[src/rtl/instr_fetch_ctrl.sv]
// Instruction fetch sequencer: owns the fetch PC, issues one read per cycle
// to a one-cycle-latency instruction memory, buffers returned words in a
// small prefetch FIFO drained by the datapath, and restarts on redirects.
module instr_fetch_ctrl #(
  parameter int                NUM_INSTR  = 32,
  parameter int                ADDR_W     = $clog2(NUM_INSTR) * 4,
  parameter logic [ADDR_W-1:0] RESET_PC   = '0,
  parameter int                FIFO_DEPTH = 2,
  parameter int                INSTR_W    = 32
) (
  input  logic               clk,
  input  logic               rst,
  input  logic               fetch_en,
  output logic               mem_en,
  output logic [ADDR_W-1:0]  mem_addr,
  input  logic [INSTR_W-1:0] mem_instr,
  output logic               instr_valid,
  output logic [INSTR_W-1:0] instr,
  output logic [ADDR_W-1:0]  instr_pc,
  input  logic               instr_ready,
  input  logic               redirect_valid,
  input  logic [ADDR_W-1:0]  redirect_pc
);

  localparam int PTR_W = $clog2(FIFO_DEPTH);
  localparam int CNT_W = PTR_W + 1;

  typedef struct packed {
    logic [INSTR_W-1:0] instr;
    logic [ADDR_W-1:0]  pc;
  } entry_t;

  entry_t             fifo_q [FIFO_DEPTH];
  logic [PTR_W-1:0]   rd_ptr_q;
  logic [PTR_W-1:0]   wr_ptr_q;
  logic [CNT_W-1:0]   count_q;
  logic [ADDR_W-1:0]  pc_fetch_q;
  logic [ADDR_W-1:0]  inflight_pc_q;
  logic               inflight_q;
  entry_t             hold_q;

  entry_t             head;
  logic               pop;
  logic               push;
  logic               issue;
  logic [CNT_W:0]     occ;
  logic [ADDR_W-1:0]  redirect_addr;

  // Head selection, handshake decode and issue decision.
  always_comb begin
    // NOTE: every signal gets a default before any branch so no path can
    // leave it unassigned and infer a latch.
    head          = hold_q;
    pop           = 1'b0;
    push          = 1'b0;
    issue         = 1'b0;
    occ           = '0;
    redirect_addr = {redirect_pc[ADDR_W-1:2], 2'b00};
    instr_valid   = 1'b0;
    instr         = '0;
    instr_pc      = '0;
    mem_en        = 1'b0;
    mem_addr      = RESET_PC;

    // An empty FIFO keeps showing whatever was last on the head.
    if (count_q != '0) head = fifo_q[rd_ptr_q];

    if (!rst) begin
      instr_valid = (count_q != '0);
      instr       = head.instr;
      instr_pc    = head.pc;
      pop         = instr_valid && instr_ready;
      push        = inflight_q && !redirect_valid;
      // Slots still committed after this edge: stored + returning - leaving.
      occ         = {1'b0, count_q} + (CNT_W+1)'(inflight_q) - (CNT_W+1)'(pop);
      issue       = fetch_en && (occ < (CNT_W+1)'(FIFO_DEPTH));
      if (redirect_valid) begin
        mem_en   = fetch_en;
        mem_addr = redirect_addr;
      end else begin
        mem_en   = issue;
        mem_addr = pc_fetch_q;
      end
    end
  end

  // Control state: fetch PC, in-flight tracking, FIFO pointers and count.
  always_ff @(posedge clk) begin
    // NOTE: sequential state uses non-blocking assignments so every register
    // sees the pre-edge values of the others.
    if (rst) begin
      pc_fetch_q    <= RESET_PC;
      inflight_q    <= 1'b0;
      inflight_pc_q <= RESET_PC;
      count_q       <= '0;
      rd_ptr_q      <= '0;
      wr_ptr_q      <= '0;
      hold_q        <= '0;
    end else begin
      hold_q <= head;
      if (redirect_valid) begin
        count_q       <= '0;
        rd_ptr_q      <= '0;
        wr_ptr_q      <= '0;
        inflight_q    <= fetch_en;
        inflight_pc_q <= redirect_addr;
        pc_fetch_q    <= fetch_en ? redirect_addr + ADDR_W'(4) : redirect_addr;
      end else begin
        if (pop)  rd_ptr_q <= rd_ptr_q + PTR_W'(1);
        if (push) wr_ptr_q <= wr_ptr_q + PTR_W'(1);
        count_q    <= count_q + CNT_W'(push) - CNT_W'(pop);
        inflight_q <= issue;
        if (issue) begin
          inflight_pc_q <= pc_fetch_q;
          pc_fetch_q    <= pc_fetch_q + ADDR_W'(4);
        end
      end
    end
  end

  // Prefetch storage: captures each returning word with its address.
  always_ff @(posedge clk) begin
    // NOTE: the storage array has no reset; count_q alone says which
    // entries are meaningful, so stale contents are never observed.
    if (push) fifo_q[wr_ptr_q] <= '{instr: mem_instr, pc: inflight_pc_q};
  end

endmodule
[config.mk]
export PLATFORM = sky130hd
export DESIGN_NAME = instr_fetch_ctrl
export DESIGN_NICKNAME = d
export VERILOG_FILES = /design/src/rtl/instr_fetch_ctrl.sv
export SDC_FILE = /design/constraint.sdc
export NUM_CORES = 1
export LEC_CHECK = 0
export CAP_MARGIN = 0
export CORE_MARGIN = 2
export CORE_UTILIZATION = 30
export CTS_CLUSTER_SIZE = 10
export DETAILED_ROUTE_END_ITERATION = 7
export PLACE_DENSITY_LB_ADDON = 0.2
export SETUP_SLACK_MARGIN = 0.2
export SYNTH_ARGS = -nofsm -noshare
export SYNTH_HDL_FRONTEND = slang
export SYNTH_SLANG_ARGS = --single-unit
[constraint.sdc]
create_clock -name clk -period 7.5 [get_ports clk]
set_input_delay 2.25 -clock clk [delete_from_list [all_inputs] [get_ports clk]]
set_output_delay 2.25 -clock clk [all_outputs]
set_load 0.02 [all_outputs]
==> out/results.txt <==
Status = complete, no violations
Sw Share = 0.238
First-pass GRT wire length = 28.6 mm
Setup Skew = 0.0118 ns
Peak VDD IR = 0.129 mV
Die Ht = 168 µm
P_sw = 544 µW
Die footprint = 0.0283 mm²
Post-route DRC violation count = 0
# Max-Cap Violations = 0
RSZ-0062 raised after global routing = false
Setup ws final = 0.425 ns
Critical path startpoint = instr_ready
Cells after synthesis = 726
Commonest cells post-synth = 116 x o21ai_0, 100 x edfxtp_1, 94 x dfxtp_1
Sink Count = 194
Layout Cells excl Fill = 1191
TNS Setup = 0 ns
RD Place Congestion = 0.769
Via count = 5496
Sequential element share of the synthesized area = 0.604
Nets@finish = 900
Setup crit start kind = input port
Avg Synthesized Cell Area = 11.1 µm²
WL final = 18.0 mm
Fill count = 2628
Endpoints failing hold = 0
Min-Delay Path Class = reg -> reg
Die width = 168 µm
Synth cell types = 41
Seq cells post-synth = 194
Worst r2r src = count_q[1]$_SDFF_PP0_
Routed vias/inst = 4.61
Power share of the clock group = 0.411
Tot GR Track Use = 0.130
Worst skew pair latency = 0.42 ns
Clock Path Buffers = 2
Number of global-route vias before repair = 5247
Ys flop type = edfxtp_1
Starting Density = 0.302
Leakage = 0.00350 µW
Largest area contributor in the netlist = edfxtp_1
EDFF count, synth = 100
Slew Limit Fails = 0
Number of buffers added on ports = 126
Total power per unit cell area = 220 mW/mm²
Area grow syn2layout = 28.1%
Antenna-violating nets left = 0
CTS Root Buffer Type = clkbuf_16
Drt first pass iters = 4
Worst EP arrival = 4.82 ns
Min Hold Slack = 0.441 ns
Share of the synthesized area in the top cell type = 0.371
Worst setup path class = in -> out
Req. time, crit path = 5.25 ns
Initial antenna violation count = 0
Total gr overflow = 0
Post-synthesis async set-or-reset flop share = 0
Synth top area cells = edfxtp_1 37%, dfxtp_1 23%, mux2i_1 8.4%
Placed Instances = 1159
F_max = 0.141 GHz
I/O pin cnt = 131
Minimum clock period = 7.07 ns
Reg clk slew, reported paths = 0.07 ns
Antenna cells = 0
Worst slew pin tran = 1.06 ns
Pre-CTS setup slack = 0.192 ns
Sequential power share = 0.510
Hpwl dp = 11.8 mm
Core area = 0.0267 mm²
Maximum fanout along the worst path = 5
Clock buffer count from CTS = 17
Final Util = 0.388
Gate power share = 0.079
Synth warnings = 0
Clock H-tree levels = 4
Worst hold start = hold_q[27]$_SDFF_PP0_
DR WL/cell = 15.1 µm
Pin count of the biggest net entering global routing = 55
Final setup vio count = 0
Count leader, synth = o21ai_0
Crit. End Element = output port
Post-Syn Area = 0.00808 mm²
Pint = 1740 µW
Layout cells sized above 1 = 0.0671
DRT iter0 DRCs = 271
Site row count = 60
CTS tree = built
Period utilisation layout = 0.943
Slew headroom = 0.289
==> final cells by class <==
class,count,area (µm²),share of cell area
clock buffers,17,425,0.0411
well taps,341,427,0.0412
inverters,8,30.0,0.00290
clock inverters,15,199,0.0192
flip-flops and latches,194,4890,0.472
repair buffers,138,1380,0.133
multi-input cells,478,3010,0.290
==> through the flow <==
stage	cell area [µm²]	power, µW
final	10400	2280
after global placement	9740	1370
after global routing	10400	2380
after detailed placement	9740	1370
after CTS	10400	2320
after floorplan	8090	1280
==> power by group through the flow <==
stage	sequential [µW]	clock [µW]	combinational (µW)
2_1_floorplan	1180	0	102
3_5_place_dp	1190	0	184
3_3_place_gp	1190	0	183
4_1_cts	1160	975	185
6_report	1160	938	181
5_1_grt	1170	1020	200
==> metal layers <==
layer | vias to the layer above | global-route usage | routed length [µm]
li1 | 2818 | - | -
met5 | - | 0 | 0
met4 | 0 | 0.0382 | 118
met3 | 10 | 0.0259 | 647
met2 | 109 | 0.210 | 8310
met1 | 2559 | 0.177 | 8900
==> registers in the layout, summed over array words and instances, names as in the netlist, named ones only <==
signal         flops
fifo_q           100
hold_q            52
inflight_pc_q     18
pc_fetch_q        18
count_q            2
inflight_q         1
rd_ptr_q           1
wr_ptr_q           1
==> worst paths after layout <==
check | slack (ns) | endpoint | cells after the start
max reg2reg | 4.01 | pc_fetch_q[2]$_SDFFE_PP0P_ | 11
max | 0.43 | mem_en | 10
min | 0.44 | hold_q[27]$_SDFF_PP0_ | 2
min reg2reg | 0.44 | hold_q[27]$_SDFF_PP0_ | 2
==> logic make-up (layout without fill, tap and decap cells) <==
group,after synthesis,after routing,share of synthesized area
compound gates,171,171,0.115
flops,194,194,0.604
xor+xnor,35,35,0.0379
fa+ha+maj,6,6,0.0102
other cells,1,2,0.000464
simple gates,195,195,0.120
mux,69,69,0.0856
buf+inv,55,178,0.0274
==> cells in the final DEF, fill, tap and decap left out, types with 2 or more instances in the layout <==
| cell type | instances |
|---|---|
| clkdlybuf4s50_1 | 124 |
| buf_4 | 9 |
| inv_8 | 2 |
| o22ai_1 | 3 |
| nor3_2 | 2 |
| nor3_1 | 3 |
| and2_1 | 21 |
| buf_12 | 3 |
| clkinv_8 | 3 |
| edfxtp_1 | 100 |
| nand4_1 | 10 |
| bufinv_16 | 2 |
| a21oi_1 | 27 |
| nor4_1 | 3 |
| clkinvlp_4 | 2 |
| ha_1 | 5 |
| nand2b_1 | 18 |
| clkbuf_16 | 17 |
| a211oi_1 | 5 |
| xnor2_1 | 22 |
| and3_1 | 3 |
| nor2_1 | 27 |
| a31o_2 | 2 |
| o21a_1 | 13 |
| a31oi_1 | 2 |
| o21ai_0 | 115 |
| clkinv_4 | 2 |
| nand3_1 | 13 |
| xor2_1 | 13 |
| conb_1 | 2 |
| nand2_1 | 81 |
| inv_1 | 8 |
| dfxtp_1 | 93 |
| mux2i_1 | 68 |
| inv_6 | 4 |
| and4_1 | 6 |
==> worst max-delay path: stages <==
cell and delay, ns:
clkdlybuf4s50_1 0.50, inv_1 0.06, nor2_1 0.17, ha_1 0.25, nand2b_1 0.15, fa_1 0.52, and3b_1 0.22, and2_1 0.16
a31o_2 0.22, dlygate4sd2_1 0.32
==> what timing repair did <==
action                                  CTS  global route
endpoints found under the setup margin    1             0
hold buffers                              0             0
setup buffers                             0             0
resized for setup                         1             0
No activity file was read; power rests on OpenSTA's default activity.
